--- config.mk ---
export PLATFORM = sky130hd
export DESIGN_NAME = aer_in_tx
export DESIGN_NICKNAME = d
export VERILOG_FILES = /design/src/rtl/aer_in_tx.sv
export SDC_FILE = /design/constraint.sdc
export NUM_CORES = 1
export LEC_CHECK = 0
export ABC_AREA = 1
export CELL_PAD_IN_SITES_DETAIL_PLACEMENT = 1
export CELL_PAD_IN_SITES_GLOBAL_PLACEMENT = 2
export CORE_MARGIN = 2
export CORE_UTILIZATION = 36
export DETAILED_ROUTE_END_ITERATION = 7
export PLACE_DENSITY_LB_ADDON = 0.1
export SETUP_SLACK_MARGIN = 0.5
export SLEW_MARGIN = 0
export SYNTH_ARGS = -nofsm -noshare
export SYNTH_HDL_FRONTEND = slang
export SYNTH_SLANG_ARGS = --single-unit
--- constraint.sdc ---
create_clock -name CLK -period 2.3 [get_ports CLK]
set_input_delay 0.345 -clock CLK [delete_from_list [all_inputs] [get_ports CLK]]
set_output_delay 0.345 -clock CLK [all_outputs]
set_load 0.02 [all_outputs]
--- src/rtl/aer_in_tx.sv ---
// aer_in_tx: buffers host-side AER events in a small FIFO and replays each one
// on the AERIN 4-phase REQ/ACK handshake toward the core. Reports completed
// events, ACK timeouts and dropped pushes.
module aer_in_tx #(
  parameter int unsigned AER_WIDTH   = 12,
  parameter int unsigned FIFO_DEPTH  = 16,
  parameter int unsigned ACK_TIMEOUT = 255,
  parameter int unsigned CNT_WIDTH   = 16
) (
  input  logic                 CLK,
  input  logic                 RST,
  input  logic                 EV_WR_EN,
  input  logic [AER_WIDTH-1:0] EV_WR_ADDR,
  output logic                 EV_FULL,
  output logic                 EV_EMPTY,
  input  logic                 CLR_ERR,
  output logic [AER_WIDTH-1:0] AERIN_ADDR,
  output logic                 AERIN_REQ,
  input  logic                 AERIN_ACK,
  output logic                 BUSY,
  output logic [CNT_WIDTH-1:0] SENT_CNT,
  output logic                 TIMEOUT_ERR,
  output logic                 OVF_ERR
);

  localparam int unsigned AddrW = $clog2(FIFO_DEPTH);
  // One extra pointer bit distinguishes full from empty when the indices match.
  localparam int unsigned PtrW  = AddrW + 1;
  // tcnt only ever needs to reach ACK_TIMEOUT-1.
  localparam int unsigned TcntW = (ACK_TIMEOUT > 1) ? $clog2(ACK_TIMEOUT) : 1;

  localparam logic [PtrW-1:0]      DepthCount = PtrW'(FIFO_DEPTH);
  localparam logic [TcntW-1:0]     TcntLast   = TcntW'(ACK_TIMEOUT - 1);
  localparam logic [TcntW-1:0]     TcntOne    = TcntW'(1);
  localparam logic [CNT_WIDTH-1:0] CntOne     = CNT_WIDTH'(1);

  typedef enum logic [1:0] {
    StIdle,
    StReq,
    StWaitLow
  } state_e;

  // FIFO state
  logic [AER_WIDTH-1:0] mem_q [FIFO_DEPTH];
  logic [PtrW-1:0]      wr_ptr_q, wr_ptr_d;
  logic [PtrW-1:0]      rd_ptr_q, rd_ptr_d;
  logic [PtrW-1:0]      count_d;
  logic                 full_q, full_d;
  logic                 empty_q, empty_d;
  logic                 push, pop, ovf_ev;
  logic [AER_WIDTH-1:0] fifo_head;

  // Handshake state
  state_e               state_q;
  logic                 req_q;
  logic [AER_WIDTH-1:0] addr_q;
  logic [TcntW-1:0]     tcnt_q;
  logic [CNT_WIDTH-1:0] sent_q;
  logic                 to_err_q;
  logic                 ovf_err_q;

  // A push against a full FIFO is dropped even if a pop frees a slot on the same edge.
  assign push      = EV_WR_EN & ~full_q;
  assign ovf_ev    = EV_WR_EN & full_q;
  assign pop       = (state_q == StIdle) & ~empty_q;
  assign fifo_head = mem_q[rd_ptr_q[AddrW-1:0]];

  // Next pointers and next occupancy flags.
  always_comb begin
    wr_ptr_d = wr_ptr_q + {{(PtrW-1){1'b0}}, push};
    rd_ptr_d = rd_ptr_q + {{(PtrW-1){1'b0}}, pop};
    count_d  = wr_ptr_d - rd_ptr_d;
    full_d   = (count_d == DepthCount);
    empty_d  = (count_d == '0);
  end

  // Event storage; contents are don't-care until written, so no reset.
  always_ff @(posedge CLK) begin
    if (push) begin
      mem_q[wr_ptr_q[AddrW-1:0]] <= EV_WR_ADDR;
    end
  end

  // FIFO pointers and registered FULL/EMPTY flags.
  always_ff @(posedge CLK or posedge RST) begin
    if (RST) begin
      wr_ptr_q <= '0;
      rd_ptr_q <= '0;
      full_q   <= 1'b0;
      empty_q  <= 1'b1;
    end else begin
      wr_ptr_q <= wr_ptr_d;
      rd_ptr_q <= rd_ptr_d;
      full_q   <= full_d;
      empty_q  <= empty_d;
    end
  end

  // Sticky overflow flag; a drop on the same edge as CLR_ERR keeps it set.
  always_ff @(posedge CLK or posedge RST) begin
    if (RST) begin
      ovf_err_q <= 1'b0;
    end else begin
      ovf_err_q <= (ovf_err_q & ~CLR_ERR) | ovf_ev;
    end
  end

  // Handshake FSM with registered REQ/ADDR, timeout counter and sent counter.
  always_ff @(posedge CLK or posedge RST) begin
    if (RST) begin
      state_q  <= StIdle;
      req_q    <= 1'b0;
      addr_q   <= '0;
      tcnt_q   <= '0;
      sent_q   <= '0;
      to_err_q <= 1'b0;
    end else begin
      // Cleared first so that a timeout later in this block takes priority.
      if (CLR_ERR) begin
        to_err_q <= 1'b0;
      end
      unique case (state_q)
        StIdle: begin
          if (!empty_q) begin
            addr_q  <= fifo_head;
            req_q   <= 1'b1;
            tcnt_q  <= '0;
            state_q <= StReq;
          end
        end
        StReq: begin
          if (AERIN_ACK) begin
            req_q   <= 1'b0;
            sent_q  <= sent_q + CntOne;
            state_q <= StWaitLow;
          end else if (tcnt_q == TcntLast) begin
            req_q    <= 1'b0;
            to_err_q <= 1'b1;
            state_q  <= StWaitLow;
          end else begin
            tcnt_q <= tcnt_q + TcntOne;
          end
        end
        StWaitLow: begin
          // No timeout here: the core must eventually release ACK.
          if (!AERIN_ACK) begin
            state_q <= StIdle;
          end
        end
        default: begin
          req_q   <= 1'b0;
          state_q <= StIdle;
        end
      endcase
    end
  end

  assign EV_FULL     = full_q;
  assign EV_EMPTY    = empty_q;
  assign AERIN_ADDR  = addr_q;
  assign AERIN_REQ   = req_q;
  assign BUSY        = (state_q != StIdle) | ~empty_q;
  assign SENT_CNT    = sent_q;
  assign TIMEOUT_ERR = to_err_q;
  assign OVF_ERR     = ovf_err_q;

endmodule
; ---- Word level (Yosys, flattened, before mapping)
; Memory sizes are Yosys's and may differ from the RTL's. A register that Yosys moved wholly into a read port is not among the register bits.
; Cells that the tools add are included.
[totals]
reg_bits = 41
ram_bits = 192
input_bits = 17
out_inout_bits = 34
elab_cells = 63
mem_count = 1
[op_classes]
addsub = 5
eq_ne = 9
n_mux = 19
n_bitwise = 10
reduce_logical = 9
[mem_list]
columns = memory, depth, width, read_ports, rd_clocked_by_memory_dff, write_ports, line
row1 = mem_q, 16, 12, 1, 1, 1, 44  ; logic [AER_WIDTH-1:0] mem_q [FIFO_DEPTH];
[op_table]
columns = op, n
row1 = 8-bit two-way mux, 3
row2 = 16-bit by 1-bit adder with 16-bit output (second input constant), 1
row3 = 8-bit case mux with 2 select lines, 1
row4 = 5-bit by 1-bit adder with 5-bit output, 2
row5 = 1-bit two-way mux, 9
row6 = 8-bit by 1-bit adder with 8-bit output (second input constant), 1
row7 = 8-bit == test (second input constant), 1
row8 = 2-bit two-way mux, 4
row9 = 2-bit inequality test (second input constant), 4
row10 = 2-bit case mux with 3 select lines, 1
row11 = 3-bit AND reduction, 2
row12 = 5-bit == test (second input constant), 1
row13 = 5-bit logical NOT, 1
row14 = 5-bit subtractor, 1
row15 = 1-bit bitwise AND, 4
row16 = 1-bit inverter, 4
row17 = 2-bit AND reduction, 2
row18 = 4-bit AND reduction, 1
row19 = 2-bit nonzero test, 2
row20 = 3-bit inequality test (second input constant), 1
row21 = 1-bit case mux with 3 select lines, 1
row22 = 2-bit by 1-bit == test with 1-bit output (second input constant), 1
row23 = 2-bit == test (second input constant), 1
row24 = 2-bit logical NOT, 1
row25 = 1-bit bitwise OR, 2

; ---- Logic depth before layout (Yosys ltp)
; Gate-level depths: netlist of the first run.
[logic_depth]
word_depth = 5
mapped_depth = 17
mapped_depth_nobuf = 16

; ---- Worst setup path after synthesis of the first run
; OpenSTA, ideal clock, no wires.
[synth_timing]
path_kind = register to register
startpoint = register state_q[0]
endpoint = register empty_q (netlist: EV_EMPTY)
setup_ps = 67
arrival_time_ps = 2404
required_ps = 2233
setup_slack_ps = -171
stages_incl_launch_ff = 14
path_buffers = 1
period_less_slack_ps = 2471
cell_sequence = dfrtp_1 nor2_1 inv_1 nor2_4 buf_2 ha_1 ha_1 xor2_1 inv_1 ha_1 or2_2 a21oi_1 nand2_1 nor2_1
[synth_between]
elab_chain_cells = 5
[synth_lines]
columns = item, line
row1 = "start, declared", 54  ; state_e state_q;
row2 = "start signal, assigned", 111  ; state_q <= StIdle;
row3 = "start signal, assigned", 128  ; state_q <= StReq;
row4 = "start signal, assigned", 135  ; state_q <= StWaitLow;
row5 = 2-bit logical NOT, 65  ; assign pop = (state_q == StIdle) & ~empty_q;
row6 = 1-bit bitwise AND, 65
row7 = 5-bit by 1-bit adder with 5-bit output, 71  ; rd_ptr_d = rd_ptr_q + {{(PtrW-1){1'b0}}, pop};
row8 = named net rd_ptr_d[2], 46  ; logic [PtrW-1:0] rd_ptr_q, rd_ptr_d;
row9 = 5-bit subtractor, 72  ; count_d = wr_ptr_d - rd_ptr_d;
row10 = 5-bit logical NOT, 74  ; empty_d = (count_d == '0);
row11 = named net empty_d, 49  ; logic empty_q, empty_d;
row12 = "end signal, assigned", 95  ; empty_q <= empty_d;
row13 = "end, declared", 49
; The timed path passes the listed nets, and every way through them passes these cells.
; A chain may end at the register's enable or synchronous reset.

; ---- Final worst setup path of the first run
[layout_timing]
startpoint = register state_q[1]
endpoint = register empty_q (netlist: EV_EMPTY)
; The elaborated chain is that of the path after synthesis.

==> results of run 1 <==
-- layout make-up --
type / count / area share (%)
sequential: 245 / 53.22
multi-input combinational: 624 / 23.32
timing repair buffer: 117 / 8.414
clock buffer: 42 / 5.956
inverter: 172 / 5.065
tap: 390 / 3.658
clock inverter: 10 / 0.3658
-- layer usage --
metal / GRT usage, % / part of all wire [%]
met1: 28.45 / 48
met5: 0 / 0.043
met4: 5.337 / 2.4
met2: 31.79 / 46
met3: 2.363 / 2.9
-- flip-flops by register name, summed over array words and instances, names as in the netlist --
signal       flops
EV_FULL          1
rd_ptr_q         5
state_q          2
OVF_ERR          1
wr_ptr_q         5
mem_q          192
tcnt_q           8
SENT_CNT        16
EV_EMPTY         1
TIMEOUT_ERR      1
AERIN_ADDR      12
AERIN_REQ        1
-- placed cells by master, fill, tap and decap left out, drive strengths merged --
| cell | synthesis | final |
|---|---|---|
| a21oi | 27 | 27 |
| a22o | 1 | 1 |
| buf | 29 | 68 |
| clkbuf | 11 | 43 |
| clkdlybuf4s50 | 0 | 16 |
| clkinv | 0 | 10 |
| clkinvlp | 0 | 2 |
| dfrtp | 52 | 52 |
| dfstp | 1 | 1 |
| dlygate4sd2 | 0 | 32 |
| edfxtp | 192 | 192 |
| ha | 11 | 11 |
| inv | 172 | 170 |
| nand2 | 319 | 319 |
| nand2b | 1 | 1 |
| nand3 | 152 | 152 |
| nand3b | 1 | 1 |
| nand4 | 9 | 9 |
| nor2 | 69 | 69 |
| nor3 | 4 | 4 |
| o21ai | 12 | 12 |
| or2 | 1 | 1 |
| xnor2 | 5 | 5 |
| xor2 | 12 | 12 |
-- report_power, final --
group	switching [mW]	total, mW	internal, mW
clock network	1.76	4.13	2.37
logic	4.44	6.95	2.51
registers	0.381	5.83	5.45
total	6.58	16.9	10.3
-- how the worst max path moves through the flow --
stage | from | end | slack (ns)
2_1_floorplan | state_q[1] | EV_EMPTY | 0.05
3_3_place_gp | EV_WR_EN | EV_EMPTY | -0.25
3_5_place_dp | EV_WR_EN | EV_FULL | -0.30
4_1_cts | state_q[0] | EV_EMPTY | 0.20
5_1_grt | state_q[1] | EV_EMPTY | 0.08
6_report | state_q[1] | EV_EMPTY | 0.20
-- per-stage QoR --
step | power, mW | cells | hold WS, ns
after floorplan | 9.790 | 1081 | 0.4439
after global placement | 12.10 | 1537 | 0.4583
after detailed placement | 12.22 | 1537 | 0.4653
after CTS | 16.79 | 1595 | 0.1843
after global routing | 18.06 | 1600 | 0.2131
final | 16.91 | 1600 | 0.1803
-- cell usage after synthesis --
cell and instances:
nor2_2 3, a22o_1 1, or2_2 1, inv_1 168, edfxtp_1 192, buf_1 2, nand4_1 9, a21oi_1 27
nor2_4 3, xnor2_1 5, o21ai_1 3, buf_6 1, clkbuf_1 11, o21ai_2 2, nor3_2 1, nor2_1 63
nand3b_1 1, dfrtp_1 52, nand2_2 6, o21ai_0 7, dfstp_2 1, nand2_1 313, nand3_1 152, buf_4 3
inv_2 4, nand2b_1 1, nor3_1 3, xor2_1 12, buf_2 23, ha_1 11
-- kinds of logic after synthesis --
group / after synthesis / synth area share [%]
compound gates: 40 / 1.958
simple gates: 556 / 21.89
xor+xnor: 17 / 1.379
buf+inv: 212 / 7.810
flops: 245 / 65.69
fa+ha+maj: 11 / 1.275
-- critical path: cells and delay by family (launching register included) --
| kind | cells | cell delay, ns |
|---|---|---|
| simple gates | 5 | 0.70 |
| fa+ha+maj | 3 | 0.57 |
| flops | 1 | 0.39 |
| buf+inv | 2 | 0.12 |
| compound gates | 1 | 0.11 |
| xor+xnor | 1 | 0.17 |
-- what timing repair did --
item,in CTS,in global routing
setup buffers,4,4
resized for setup,68,37
setup endpoints to repair,54,20
gates cloned,2,1
pin swaps,15,5
endpoints found under the hold margin,0,0
==> run_results.csv, run 1 <==
group,metric,value,unit
final_layout,multi_input_area,0.003110,mm^2
drt,firstDrtPassIters,5,
worst_setup_path,startpoint_type,"register",
sta,finalHoldViolCount,0,
clock_network,clk_latency,0.55,ns
run_status,status,"finished, final reports clean",
worst_setup_path,worstSetupPathType,"register to register",
worst_setup_path,crit_top_cell,"ha_4",
grt,track_usage,19.82,%
grt,grt_pass1_vias,7886,
clock_network,cts_buffers,28,
yosys,synthesis.area,0.01080,mm^2
sta,setup_viol,0,
worst_setup_path,reg2reg_slack,0.20,ns
yosys,yosys.area.top_type,"edfxtp_1",
power_and_ir_drop,powerDensity,1268,mW/mm^2
placement,pre_cts_ws,-0.2982,ns
clock_network,clkSinkCount,245,
clock_network,clk_path_buf_depth,3,
floorplan,dieArea,0.03139,mm^2
final_layout,design_area,0.01334,mm^2
worst_setup_path,r2r-end,"EV_EMPTY",
yosys,netlist_top_cells_area,"edfxtp_1 53%, dfrtp_1 12%, nand2_1 11%, nand3_1 7.0%, inv_1 5.8%",
final_layout,fillers,3314,
sta,final.period_utilization,91.20,%
worst_setup_path,worst_path_largest_cell_delay,0.39,ns
drt,wl_per_cell,18.92,um
yosys,syn_nets,1109,
clock_network,root_buffer,"clkbuf_16",
yosys,ys_seq_elements,245,
clock_network,cts.clk_slew.worst_paths,0.06,ns
placement,place_congestion,0.7379,
drt,drtAntennaViolNets,0,
final_layout,layout.nets,1216,
clock_network,cts_tree,"built",
clock_network,htree_levels,1,
sta,worst_slack,0.2024,ns
sta,tightest_slew,0.7110,ns
floorplan,io_pins,51,
grt,grt_max_degree,82,
clock_network,holdBufCountCts,0,
drt,viasPerCell,4.763,
sta,maxSlewHeadroom,52.45,%
worst_setup_path,cp-end-kind,"register",
floorplan,die_width,177.2,um
placement,hpwl,19.19,mm
sta,fin_skew,0.01427,ns
placement,io_buffers,50,
final_layout,antenna_cells,0,
final_layout,register_area,0.007099,mm^2
grt,antenna_found_initial,1,
grt,gr-total-overflow,0,
final_layout,syn_to_final_growth,23.53,%
worst_setup_path,rr_startpoint,"state_q[1]",
sta,clock.fmax,476.7,MHz
worst_setup_path,critPathArrivalTime,2.58,ns
power_and_ir_drop,ir_worst_vdd,588.8,uV
worst_setup_path,worstPathCellList,"nor2_2 > inv_2 > nor2_4 > ha_4 > ha_4 > xor2_4 > inv_2 > ha_4 > or2_4 > a21oi_2 > nand2_1 > nor2_1",
yosys,yosysSeqAreaShare,65.69,%
drt,drcViolationCount,0,
sta,slew_viol_final,0,
worst_setup_path,slowest_stage,"dfrtp_1",
sta,tns,0,ns
yosys,synth_top_area_share,53.40,%
yosys,synthCells,1081,
yosys,yosys_warnings,0,
worst_setup_path,path_max_fanout,3,
floorplan,die_h,177.2,um
placement,post_dp_cell_area,0.01215,mm^2
min_path,hold_class,"input port to async pin",
drt,vias,7621,
worst_setup_path,required,2.79,ns
final_layout,drive_gt1_share,15.04,%
grt,grt_pass1_wl,46.83,mm
sta,min_period,2.098,ns
floorplan,rows,63,
yosys,synth.avg_cell_area,9.989,um^2
drt,finalWirelength,30.28,mm
power_and_ir_drop,total_leakage_power,5.751,nW
final_layout,post-route-util,45.13,%
floorplan,start_util,36.53,%
yosys,synth.distinct_cells,30,
floorplan,coreArea,0.02956,mm^2
worst_setup_path,reg2reg_depth,12,
drt,first_iter_violations,418,
flow_run,cap_violations,0,
sta,rsz0062_at_grt,"true",
Power figures use the tool's default switching activity.
==> run 2: changes to the inputs <==
REMOVE_ABC_BUFFERS = 1   (was unset)
==> run 2 against run 1 <==
  * Highest routed layer is now met4
  * Combinational power barely moved
  * Critical path depth did not move
  * Worst hold slack better by 0.019 ns
  * Largest power group unchanged
  * Non-clock buffer count is 7 lower
  * Die area stayed put
  * Flip-flop and latch count stayed put
  * Maximum frequency is 0.53% higher
  * Setup slack improved by 0.011 ns
  * First-iteration DRC count is 14% lower
==> run_results.csv, run 2 (synthesis results as in run 1) <==
group,metric,value,unit
grt,grt_max_degree,98,
placement,place_congestion,0.7311,
placement,io_buffers,50,
power_and_ir_drop,pwr-share-comb,40.6,%
sta,tns,0,ns
sta,min_period,2.087,ns
drt,wl_per_cell,19.07,um
power_and_ir_drop,p_total,17.07,mW
floorplan,rows,63,
run_status,status,"finished, final reports clean",
final_layout,largest_reg_flops,192,
floorplan,die_h,177.2,um
worst_setup_path,worstPathCellList,"nor2_2 > inv_2 > nor2_4 > ha_4 > ha_4 > xor2_4 > inv_2 > ha_4 > or2_4 > a21oi_2 > nand2_1 > nor2_1",
sta,rsz0062_at_grt,"true",
clock_network,clk_latency,0.54,ns
drt,drcViolationCount,0,
power_and_ir_drop,clockPowerShare,25.3,%
final_layout,layout.nets,1210,
placement,hpwl,17.68,mm
worst_setup_path,crit_buf_inv,2,
drt,drtAntennaViolNets,0,
power_and_ir_drop,swShare,38.42,%
clock_network,cts_buffers,29,
worst_setup_path,slowest_stage,"dfrtp_1",
drt,vias,7677,
sta,tightest_slew,0.6817,ns
power_and_ir_drop,ir_worst_vdd,759.8,uV
grt,track_usage,19.35,%
clock_network,root_buffer,"clkbuf_16",
grt,grt_pass1_vias,8034,
worst_setup_path,crit_top_cell,"ha_4",
worst_setup_path,path_delay_family,"simple AND/OR/NAND/NOR gates",
clock_network,cts.clk_slew.worst_paths,0.06,ns
clock_network,cts_tree,"built",
power_and_ir_drop,p_int,10.51,mW
power_and_ir_drop,powerDensity,1282,mW/mm^2
worst_setup_path,required,2.77,ns
power_and_ir_drop,power.switching,6.558,mW
clock_network,clk_path_buf_depth,3,
floorplan,start_util,36.53,%
worst_setup_path,worstSetupPathType,"register to register",
final_layout,drive_gt1_share,13.04,%
worst_setup_path,cp-end-kind,"register",
grt,antenna_found_initial,1,
drt,finalWirelength,30.42,mm
drt,viasPerCell,4.813,
final_layout,fillers,3296,
drt,firstDrtPassIters,5,
final_layout,mostFrequentLayoutCell,"nand2_1",
sta,maxSlewHeadroom,54.41,%
sta,finalHoldViolCount,0,
worst_setup_path,worst_path_largest_cell_delay,0.39,ns
floorplan,die_width,177.2,um
placement,dp.cells,1525,
power_and_ir_drop,power_frac_seq,34.1,%
floorplan,dieArea,0.03139,mm^2
min_path,hold_class,"input port to async pin",
sta,whs,0.1991,ns
flow_run,cap_violations,0,
drt,first_iter_violations,360,
final_layout,final_cells,1595,
floorplan,io_pins,51,
worst_setup_path,critPathArrivalTime,2.56,ns
sta,setup_viol,0,
floorplan,coreArea,0.02956,mm^2
sta,clock.fmax,479.2,MHz
sta,final.period_utilization,90.72,%
final_layout,final_cell_mix,"307 x nand2_1, 192 x edfxtp_1, 159 x inv_1",
clock_network,clkSinkCount,245,
sta,slew_viol_final,0,
power_and_ir_drop,total_leakage_power,5.728,nW
grt,grt_pass1_wl,46.24,mm
final_layout,syn_to_final_growth,23.33,%
clock_network,htree_levels,1,
worst_setup_path,path_max_fanout,3,
grt,gr-total-overflow,0,
worst_setup_path,startpoint_type,"register",
sta,fin_skew,0.01810,ns
run 2: cell types whose count changed in the layout (fill, tap and decap cells not counted), sizes merged:
cell,change
diode,+1
clkinvlp,+1
clkbuf,-6
clkdlybuf4s15,+1
bufinv,+2
buf,-10
inv,+1
clkinv,+5
run 2: power by group through the flow:
| stage | clock, mW | combinational (mW) | sequential [mW] |
|---|---|---|---|
| floorplan | 0 | 3.11 | 6.25 |
| global placement | 0 | 5.99 | 5.86 |
| detailed placement | 0 | 6.04 | 5.88 |
| CTS | 4.44 | 6.43 | 5.82 |
| global route | 4.59 | 7.73 | 5.90 |
| finish | 4.32 | 6.93 | 5.82 |
run 2: per-stage QoR:
stage	util [%]	setup slack [ns]	instance area, um^2
2_1_floorplan	-	-1.160	10600
3_3_place_gp	40.80	-0.2388	12060
3_5_place_dp	40.80	-0.3335	12060
4_1_cts	44.27	0.2091	13090
5_1_grt	45.05	0.06461	13320
6_report	45.05	0.2133	13320
run 2: worst min-delay path: cells and delay by family:
family | cells | cell delay, ns
buf+inv | 3 | 0.79
run 2: metal layers:
layer,wire [um],vias to the layer above,GRT usage (%)
li1,-,3703,-
met1,13660,3809,25.66
met2,14900,132,33.06
met3,1310,33,3.028
met4,554,0,4.993
met5,0,-,0
run 2: final timing paths:
| kind | startpoint | to | slack (ns) | depth (start not counted) |
|---|---|---|---|---|
| setup / recovery | state_q[0] | EV_EMPTY | 0.21 | 12 |
| hold / removal | RST | tcnt_q[3] | 0.20 | 3 |
| setup reg to reg | state_q[0] | EV_EMPTY | 0.21 | 12 |
| hold reg to reg | SENT_CNT[15] | SENT_CNT[15] | 0.48 | 1 |
| max in group asynchronous | RST | EV_EMPTY | 1.79 | 3 |
| min in group CLK | CLR_ERR | OVF_ERR | 0.44 | 3 |
run 2: final cells by class:
| cell class | count | area [um^2] | area share, % |
|---|---|---|---|
| Timing Repair Buffer | 110 | 1150 | 8.635 |
| Multi-Input combinational cell | 624 | 3033 | 22.78 |
| Inverter | 172 | 658.1 | 4.942 |
| Clock buffer | 34 | 744.5 | 5.591 |
| Tap cell | 390 | 488.0 | 3.664 |
| Sequential cell | 245 | 7099 | 53.31 |
| Clock inverter | 19 | 141.4 | 1.062 |
| Antenna cell | 1 | 2.502 | 0.01879 |
run 2: what timing repair did:
item                                    in CTS  in global routing
resized for setup                           69                 23
cloned                                       0                  3
hold buffers                                 0                  0
setup buffers                                5                  8
hold endpoints to repair                     0                  0
endpoints found under the setup margin      48                 22
pin swaps                                   20                 11
==> run 3: changes to the inputs <==
CORE_UTILIZATION = 37   (was 36)
CTS_BUF_LIST = sky130_fd_sc_hd__clkbuf_4 sky130_fd_sc_hd__clkbuf_8   (was unset)
==> run 3 against run 2 <==
  * Sequential power hardly changed
  * Cell area is essentially flat
  * Worst hold slack got worse by 0.0095 ns
  * Critical path type unchanged
  * Critical endpoint unchanged
  * Largest cell class unchanged
==> run_results.csv, run 3 (synthesis results as in run 1) <==
group,metric,value,unit
placement,pre_cts_ws,-0.2729,ns
worst_setup_path,required,2.78,ns
clock_network,cts_buffers,44,
floorplan,start_util,37.62,%
min_path,hold_class,"input port to async pin",
worst_setup_path,worstSetupPathType,"register to register",
clock_network,clkSinkCount,245,
floorplan,coreArea,0.02870,mm^2
placement,post_dp_cell_area,0.01201,mm^2
placement,io_buffers,50,
drt,first_iter_violations,352,
sta,worst_slack,0.2492,ns
sta,tightest_slew,0.7047,ns
sta,slew_viol_final,0,
sta,finalHoldViolCount,0,
floorplan,dieArea,0.03057,mm^2
placement,hpwl,17.40,mm
final_layout,largest_reg_flops,192,
grt,antenna_found_initial,0,
clock_network,clk_path_buf_depth,3,
grt,gr-total-overflow,0,
final_layout,drive_gt1_share,16.03,%
floorplan,rows,62,
drt,firstDrtPassIters,4,
clock_network,root_buffer,"clkbuf_8",
clock_network,clk_latency,0.56,ns
sta,rsz0062_at_grt,"true",
power_and_ir_drop,powerDensity,1275,mW/mm^2
drt,finalWirelength,30.08,mm
sta,setup_viol,0,
drt,wl_per_cell,18.65,um
drt,vias,7737,
worst_setup_path,worstPathCellList,"nor2_2 > inv_2 > nor2_4 > ha_4 > ha_4 > xor2_2 > inv_2 > ha_4 > or2_4 > a21oi_2 > nand2_2 > nor2_1",
final_layout,final_cell_mix,"303 x nand2_1, 192 x edfxtp_1, 160 x inv_1",
final_layout,syn_to_final_growth,23.31,%
final_layout,design_area,0.01332,mm^2
drt,drtAntennaViolNets,0,
floorplan,die_width,174.8,um
clock_network,holdBufCountCts,0,
worst_setup_path,path_delay_family,"simple AND/OR/NAND/NOR gates",
clock_network,cts_tree,"built",
power_and_ir_drop,p_total,16.97,mW
drt,viasPerCell,4.797,
final_layout,final_cells,1613,
final_layout,mostFrequentLayoutCell,"nand2_1",
worst_setup_path,crit_top_cell,"ha_4",
worst_setup_path,path_max_fanout,3,
power_and_ir_drop,ir_worst_vdd,1038,uV
worst_setup_path,rr_startpoint,"state_q[0]",
floorplan,io_pins,51,
clock_network,cts.clk_slew.worst_paths,0.05,ns
worst_setup_path,worst_path_largest_cell_delay,0.38,ns
run_status,status,"finished, final reports clean",
sta,fin_skew,0.01221,ns
power_and_ir_drop,total_leakage_power,5.767,nW
grt,grt_max_degree,98,
sta,clock.fmax,487.6,MHz
final_layout,post-route-util,46.39,%
clock_network,htree_levels,2,
placement,place_congestion,0.7119,
final_layout,layout.nets,1221,
worst_setup_path,startpoint_type,"register",
final_layout,antenna_cells,0,
worst_setup_path,cp-end-kind,"register",
drt,drcViolationCount,0,
sta,maxSlewHeadroom,52.87,%
sta,final.period_utilization,89.16,%
worst_setup_path,slowest_stage,"dfrtp_1",
placement,dp.cells,1515,
grt,track_usage,19.50,%
grt,grt_pass1_vias,8072,
worst_setup_path,critPathArrivalTime,2.53,ns
worst_setup_path,crit_buf_inv,2,
sta,min_period,2.051,ns
worst_setup_path,reg2reg_slack,0.25,ns
floorplan,die_h,174.8,um
sta,whs,0.1896,ns
worst_setup_path,r2r-end,"EV_EMPTY",
flow_run,cap_violations,0,
sta,tns,0,ns
grt,grt_pass1_wl,45.72,mm
worst_setup_path,reg2reg_depth,12,
==> run 3: worst reg2reg max path, delay by kind of cell, from the launching register on <==
family,cells,cell delay [ns]
adders and majority gates,3,0.55
xor gates and xnor gates,1,0.16
buffers and inverters,2,0.13
DFF,1,0.38
and+or+nand+nor,5,0.64
AOI/OAI and AO/OA,1,0.12
==> run 3: final cells by class <==
| cell class | instances | area [um^2] |
|---|---|---|
| Clock buffer | 68 | 848.3 |
| Tap cell | 384 | 480.5 |
| Sequential cell | 245 | 7098 |
| Timing Repair Buffer | 106 | 1135 |
| Inverter | 172 | 658.1 |
| Clock inverter | 14 | 71.32 |
| Fill cell | 3220 | 15390 |
| Multi-Input combinational cell | 624 | 3024 |
==> run 3: worst max-delay path by stage <==
stage | start | end | slack [ns] | depth (start not counted)
after floorplan | rd_ptr_q[0] | AERIN_ADDR[0] | -1.16 | 7
final | state_q[0] | EV_EMPTY | 0.25 | 12
after global routing | state_q[0] | EV_EMPTY | 0.10 | 15
after CTS | state_q[1] | EV_FULL | 0.21 | 16
after detailed placement | EV_WR_EN | EV_EMPTY | -0.27 | 11
after global placement | EV_WR_EN | EV_EMPTY | -0.22 | 11
==> run 3: timing repair <==
action	CTS	global route
setup buffers	4	7
endpoints found under the hold margin	0	0
gates resized for setup	69	25
pin swaps	20	15
endpoints found under the setup margin	48	21
gates cloned	1	4
==> run 3: layer usage <==
layer / GRT usage (%) / up-vias / share of wire (%) / wire length, um
met5: 0 / - / 0 / 0
met4: 6.354 / 0 / 2.5 / 750
met3: 3.460 / 56 / 4.4 / 1319
met2: 32.26 / 160 / 47 / 14190
met1: 26.09 / 3793 / 46 / 13820
li1: - / 3728 / - / -
==> run 3: where the power goes <==
part | switching (mW) | internal [mW] | leakage, nW
logic | 4.37 | 2.57 | 2.89
clock network | 1.85 | 2.36 | 0.493
registers | 0.380 | 5.45 | 2.38
total | 6.60 | 10.4 | 5.77
